==> config.mk <==
export PLATFORM = sky130hd
export DESIGN_NAME = maf_norm_stage
export DESIGN_NICKNAME = d
export VERILOG_FILES = /design/src/rtl/maf_norm_stage_pkg.sv /design/src/rtl/maf_norm_stage_shift.sv /design/src/rtl/maf_norm_stage.sv
export SDC_FILE = /design/constraint.sdc
export NUM_CORES = 1
export LEC_CHECK = 0
export CAP_MARGIN = 20
export CORE_UTILIZATION = 45
export CTS_BUF_LIST = sky130_fd_sc_hd__clkbuf_2 sky130_fd_sc_hd__clkbuf_4 sky130_fd_sc_hd__clkbuf_8
export CTS_CLUSTER_DIAMETER = 150
export DETAILED_ROUTE_END_ITERATION = 16
export PLACE_DENSITY = 0.76
export SLEW_MARGIN = 40
export SYNTH_ARGS = -nofsm -noshare
export SYNTH_HDL_FRONTEND = slang
export SYNTH_SLANG_ARGS = --single-unit
==> constraint.sdc <==
create_clock -name clk -period 2.3 [get_ports clk]
set_input_delay 0.46 -clock clk [delete_from_list [all_inputs] [get_ports clk]]
set_output_delay 0.46 -clock clk [all_outputs]
set_load 0.01 [all_outputs]
==> src/rtl/maf_norm_stage_pkg.sv <==
// Shared definitions for the MAF normalization stage: mode encodings, widths
// and the registered result bundle.
package maf_norm_stage_pkg;

    localparam int W      = 74;
    localparam int LW     = 37;
    localparam int SHW    = 10;
    localparam int SAW    = 7;
    localparam int PERIOD = 10;

    localparam logic [2:0] CONT_DBL  = 3'd0;
    localparam logic [2:0] CONT_DUAL = 3'd1;
    localparam logic [2:0] CONT_WIDE = 3'd2;

    typedef enum logic {
        ST_EMPTY = 1'b0,
        ST_FULL  = 1'b1
    } skid_st_e;

    typedef struct packed {
        logic [W-1:0] mant;
        logic [1:0]   zero;
        logic [11:0]  e;
        logic         s2;
        logic         s2h;
        logic [3:0]   trap0;
        logic [3:0]   trap1;
        logic [2:0]   cont;
        logic [11:0]  d;
    } norm_res_t;

endpackage

==> src/rtl/maf_norm_stage_shift.sv <==
// Combinational lane shifter: left-shifts a full-width or lane-width magnitude,
// zero-filling from the LSB, and flags a zero input.
module maf_norm_shift
    import maf_norm_stage_pkg::*;
(
    input  logic [W-1:0]   data,
    input  logic [SAW-1:0] sa,
    input  logic           wide,
    output logic [W-1:0]   shifted,
    output logic           zero
);

    logic [W-1:0]   lane_mask;
    logic [W-1:0]   din;
    logic [SAW-1:0] lane_w;

    always_comb begin
        lane_mask = wide ? {W{1'b1}} : {{(W-LW){1'b0}}, {LW{1'b1}}};
        lane_w    = wide ? SAW'(W) : SAW'(LW);
        din       = data & lane_mask;
        zero      = (din == '0);
        // Masking after the shift keeps lane bits from leaking above the lane top.
        if (sa >= lane_w) begin
            shifted = '0;
        end else begin
            shifted = (din << sa) & lane_mask;
        end
    end

endmodule

==> src/rtl/maf_norm_stage.sv <==
// MAF normalization stage: per-lane LZA-driven left shift, registered behind a
// valid/ready handshake with a one-entry skid buffer.
module maf_norm_stage
    import maf_norm_stage_pkg::*;
(
    input  logic           clk,
    input  logic           rstn,
    input  logic           flush,
    input  logic           in_valid,
    output logic           in_ready,
    input  logic [2:0]     cont_T4_3,
    input  logic [W-1:0]   p_reg,
    input  logic [SHW-1:0] sh_num,
    input  logic [1:0]     esh,
    input  logic [1:0]     revising_T4_3,
    input  logic [11:0]    E_T4_3,
    input  logic           s2_T4_3,
    input  logic           s2h_T4_3,
    input  logic [3:0]     trap_T4_3_0,
    input  logic [3:0]     trap_T4_3_1,
    input  logic [11:0]    d_T4_3,
    output logic           out_valid,
    input  logic           out_ready,
    output logic [W-1:0]   mant_T5,
    output logic [1:0]     zero_T5,
    output logic [11:0]    E_T5,
    output logic           s2_T5,
    output logic           s2h_T5,
    output logic [3:0]     trap_T5_0,
    output logic [3:0]     trap_T5_1,
    output logic [2:0]     cont_T5,
    output logic [11:0]    d_T5
);

    logic [SAW-1:0] sa_full;
    logic [SAW-1:0] sa_hi;
    logic [SAW-1:0] sa_lo;
    logic [W-1:0]   a_data;
    logic [SAW-1:0] a_sa;
    logic           a_wide;
    logic [W-1:0]   a_shifted;
    logic           a_zero;
    logic [W-1:0]   b_shifted;
    logic           b_zero;
    norm_res_t      res_in;

    skid_st_e  state_q, state_d;
    logic      out_valid_q, out_valid_d;
    norm_res_t out_q, out_d;
    norm_res_t skid_q, skid_d;

    logic in_xfer;
    logic is_dual;

    always_comb begin
        is_dual = (cont_T4_3 == CONT_DUAL);
        // cont=2 always trusts the LZA count; cont=0 only when esh[0] says so.
        sa_full = ((cont_T4_3 == CONT_WIDE) || esh[0]) ? {1'b0, sh_num[5:0]} : '0;
        sa_full = sa_full + {{(SAW-1){1'b0}}, revising_T4_3[0]};
        sa_hi   = esh[1] ? {2'b0, sh_num[9:5]} : '0;
        sa_hi   = sa_hi + {{(SAW-1){1'b0}}, revising_T4_3[1]};
        sa_lo   = esh[0] ? {2'b0, sh_num[4:0]} : '0;
        sa_lo   = sa_lo + {{(SAW-1){1'b0}}, revising_T4_3[0]};
        a_data  = is_dual ? {{(W-LW){1'b0}}, p_reg[W-1:LW]} : p_reg;
        a_sa    = is_dual ? sa_hi : sa_full;
        a_wide  = !is_dual;
    end

    maf_norm_shift u_shift_hi (
        .data    (a_data),
        .sa      (a_sa),
        .wide    (a_wide),
        .shifted (a_shifted),
        .zero    (a_zero)
    );

    maf_norm_shift u_shift_lo (
        .data    ({{(W-LW){1'b0}}, p_reg[LW-1:0]}),
        .sa      (sa_lo),
        .wide    (1'b0),
        .shifted (b_shifted),
        .zero    (b_zero)
    );

    always_comb begin
        res_in       = '0;
        res_in.e     = E_T4_3;
        res_in.s2    = s2_T4_3;
        res_in.s2h   = s2h_T4_3;
        res_in.trap0 = trap_T4_3_0;
        res_in.trap1 = trap_T4_3_1;
        res_in.cont  = cont_T4_3;
        res_in.d     = d_T4_3;
        case (cont_T4_3)
            CONT_DBL, CONT_WIDE: begin
                res_in.mant = a_shifted;
                res_in.zero = {1'b0, a_zero};
            end
            CONT_DUAL: begin
                res_in.mant = {a_shifted[LW-1:0], b_shifted[LW-1:0]};
                res_in.zero = {a_zero, b_zero};
            end
            default: begin
                res_in.mant = '0;
                res_in.zero = 2'b00;
            end
        endcase
    end

    assign in_ready = (state_q == ST_EMPTY);
    assign in_xfer  = in_valid && in_ready;

    always_comb begin
        state_d     = state_q;
        out_valid_d = out_valid_q;
        out_d       = out_q;
        skid_d      = skid_q;
        if (flush) begin
            state_d     = ST_EMPTY;
            out_valid_d = 1'b0;
        end else begin
            case (state_q)
                ST_EMPTY: begin
                    if (in_xfer) begin
                        if (!out_valid_q || out_ready) begin
                            out_d       = res_in;
                            out_valid_d = 1'b1;
                        end else begin
                            skid_d  = res_in;
                            state_d = ST_FULL;
                        end
                    end else if (out_ready) begin
                        out_valid_d = 1'b0;
                    end
                end
                ST_FULL: begin
                    // Output is necessarily valid here; drain the skid entry first.
                    if (out_ready) begin
                        out_d   = skid_q;
                        state_d = ST_EMPTY;
                    end
                end
                default: state_d = ST_EMPTY;
            endcase
        end
    end

    always_ff @(posedge clk or negedge rstn) begin
        if (!rstn) begin
            state_q     <= ST_EMPTY;
            out_valid_q <= 1'b0;
            out_q       <= '0;
            skid_q      <= '0;
        end else begin
            state_q     <= state_d;
            out_valid_q <= out_valid_d;
            out_q       <= out_d;
            skid_q      <= skid_d;
        end
    end

    assign out_valid = out_valid_q;
    assign mant_T5   = out_q.mant;
    assign zero_T5   = out_q.zero;
    assign E_T5      = out_q.e;
    assign s2_T5     = out_q.s2;
    assign s2h_T5    = out_q.s2h;
    assign trap_T5_0 = out_q.trap0;
    assign trap_T5_1 = out_q.trap1;
    assign cont_T5   = out_q.cont;
    assign d_T5      = out_q.d;

endmodule

==> summary.txt <==
IO Count: 245
Worst-margin pin slew: 731 ps
Crit Path Class: in -> reg
Skew-Pair Late Insertion Delay: 560 ps
Placer Congestion: 1.03
Maximum VDD drop: 0.000426 V
Crit share post-route: 157%
DR vias: 21400
Worst min-delay path class: in -> reg
Core Util, Final: 74.6%
Starting Density: 45.6%
Status: finished with violations
Average vias per placed instance: 6.13
Worst clock skew: 32.1 ps
Die X: 203 um
Share of cells above drive strength 1: 39.8%
Max cap viols: 0
Clk buf depth: 3
Syn Nets: 2287
Register area share after synthesis: 31.5%
Core Footprint: 39700 sq um
Setup violators final: 150
GRT Residual Overflow: 0
Relative slew slack: 50.7%
First-pass GRT wire length: 128000 um
Clock transition at path regs: 70 ps
DRC: 0
Nets: 3082
Vias in the first global route: 20900
EDFF count, synth: 0
Worst path required time: 2790 ps
Min Tclk post-route: 3620 ps
Initial antenna violation count: 0
Wirelength per Cell: 25.0 um
Mapped Cells: 2149
Yosys reg bits: 228
Crit path max fanout: 4
DR pass1 iterations: 5
Critical Path End Type: register
Commonest non-fill, non-tap cell in the layout: buf_4
Die height: 203 um
RSZ-0062 raised after global routing: true
CTS Buf Count: 36
Area Overhead vs Synth: 63.4%
Reg2Reg Setup Slack: 410 ps
TritonCTS clock tree: built
Mapped Avg Cell Area: 8.44 sq um
Synth warn: 0
Distinct cells, synth: 77
Fillcell total: 2840
Clock root cell: clkbuf_8
Fmax: 276 MHz
Pre-CTS setup slack: -2550 ps
Final worst slack: -1320 ps
Antenna-violating nets left: 0
Total wire length: 87300 um
Detailed placement HPWL: 66800 um
Power Density: 628 nW/um^2
First DRT Iteration DRCs: 2005
# rows: 73
Port Buffer Count: 244
CTS sink cnt: 228
Synth Flop Type: dfrtp_1
Ys async rst share: 100%
GRT Total Usage: 41.1%
Commonest non-fill, non-tap cells in the layout: 554 x buf_4, 376 x nand2_1, 238 x mux2i_1
H-tree depth: 2
Largest net degree at the start of global routing: 119
Fin. Hold Viols: 0
Leakage: 13.1 nW
ANT cells: 0
WP data arrival: 4110 ps
Die Area: 41100 sq um
Failing checks: setup timing
Netlist area before placement: 18100 sq um
Slew Viols, Final: 0
Worst Setup Start Kind: input port
path summary, 6_finish.rpt:
path	from	endpoint	cells after the start
hold reg to reg	skid_q[108]$_DFFE_PN0P_	skid_q[108]$_DFFE_PN0P_	2
setup reg to reg	state_q$_DFF_PN0_	mant_T5[45]$_DFFE_PN0P_	6
hold / removal	cont_T4_3[2]	skid_q[14]$_DFFE_PN0P_	4
max in group asynchronous	rstn	mant_T5[24]$_DFFE_PN0P_	3
setup / recovery	cont_T4_3[1]	mant_T5[67]$_DFFE_PN0P_	23
min in group asynchronous	rstn	skid_q[7]$_DFFE_PN0P_	2
cells by family after synthesis:
logic type	Yosys count	share of synthesized area [%]
fa+ha+maj	8	0.552
buf+inv	188	4.42
compound gates	556	18.9
xor+xnor	10	0.483
mux	427	26.5
flops	228	31.5
simple gates	732	17.6
area by class of cell:
type,count,area [sq um],area share [%]
inverters,9,33.8,0.114
multi-input cells,1733,13900,46.8
flip-flops and latches,228,5710,19.3
clock inverters,8,80.1,0.270
clock buffers,54,674,2.28
well taps,525,657,2.22
repair buffers,936,8610,29.0
synthesized netlist by cell type (7+ instances only):
library cell / instances / area, sq um
o22ai_1: 27 / 169
buf_2: 37 / 185
o21ai_0: 211 / 1060
o22a_1: 10 / 87.6
xor2_1: 9 / 78.8
a21oi_1: 106 / 531
and2_1: 7 / 43.8
mux2_2: 71 / 800
a221oi_1: 7 / 61.3
a31oi_1: 42 / 263
buf_1: 26 / 97.6
mux2i_1: 318 / 3180
nor2_1: 145 / 544
nand2_1: 398 / 1490
nor4_1: 18 / 113
clkbuf_1: 105 / 394
nand3_1: 35 / 175
and3_1: 32 / 200
dfrtp_1: 228 / 5710
o21a_1: 8 / 60.1
o21ai_1: 15 / 75.1
a22oi_1: 25 / 188
or3_1: 33 / 206
ha_1: 8 / 100
o31ai_1: 7 / 52.6
mux4_2: 34 / 766
inv_1: 7 / 26.3
a211oi_1: 19 / 143
buf_4: 9 / 67.6
o211ai_1: 13 / 97.6
nor3_1: 35 / 175
worst max-delay path, stage by stage:
cell and delay [ps]:
buf_6 110, nor3b_4 150, buf_6 130, nor2_4 90, nor2b_1 60, ha_2 210
buf_6 130, and3_1 170, a211o_1 300, nor3_4 200, nor2_2 80, inv_2 90
ha_4 220, buf_6 120, o21a_1 130, buf_6 130, nor4_4 350, buf_4 180
nand3_4 140, buf_6 170, o22a_1 200, o2111a_1 160, o21ai_1 140
sequential cells by signal (all words and copies together), names as in the netlist:
signal     count
s2_T5          1
E_T5          12
trap_T5_1      4
trap_T5_0      4
mant_T5       74
zero_T5        2
out_valid      1
state_q        1
skid_q       113
d_T5          12
s2h_T5         1
cont_T5        3
where the power goes:
group / internal [mW] / total (mW) / leakage [nW] / switching (mW)
Sequential: 4.73 / 5.15 / 2.95 / 0.423
Clock: 2.00 / 3.66 / 0.397 / 1.66
Combinational: 4.81 / 9.81 / 9.73 / 4.99
Total: 11.5 / 18.6 / 13.1 / 7.07
per-layer routing:
| metal | part of all wire (%) | vias to the layer above | track usage [%] | wire length, um |
|---|---|---|---|---|
| li1 | - | 9499 | - | - |
| met1 | 39 | 10400 | 51.8 | 34200 |
| met2 | 47 | 1195 | 67.4 | 41200 |
| met3 | 7.5 | 279 | 6.32 | 6510 |
| met4 | 6.2 | 0 | 22.8 | 5420 |
| met5 | 0 | - | 0 | 0 |
stage by stage:
step / std cells / cell area, sq um / total power, mW / hold WS [ps] / setup TNS, ps
floorplan: 2149 / 18600 / 8.66 / 164 / -214390
global placement: 3338 / 25700 / 13.0 / 449 / -337070
detailed placement: 3338 / 25700 / 13.1 / 451 / -340070
CTS: 3449 / 28300 / 17.8 / 343 / -148560
global route: 3493 / 29600 / 19.3 / 310 / -173450
finish: 3493 / 29600 / 18.6 / 324 / -158560
timing repair:
action / 4_1_cts / 5_1_grt
pin swaps: 111 / 152
setup buffers: 64 / 63
endpoints found under the hold margin: 60 / 0
gates cloned: 0 / 2
gates resized for setup: 330 / 231
hold buffers: 1 / 0
setup endpoints to repair: 152 / 152
(Power assumes the default switching activity.)
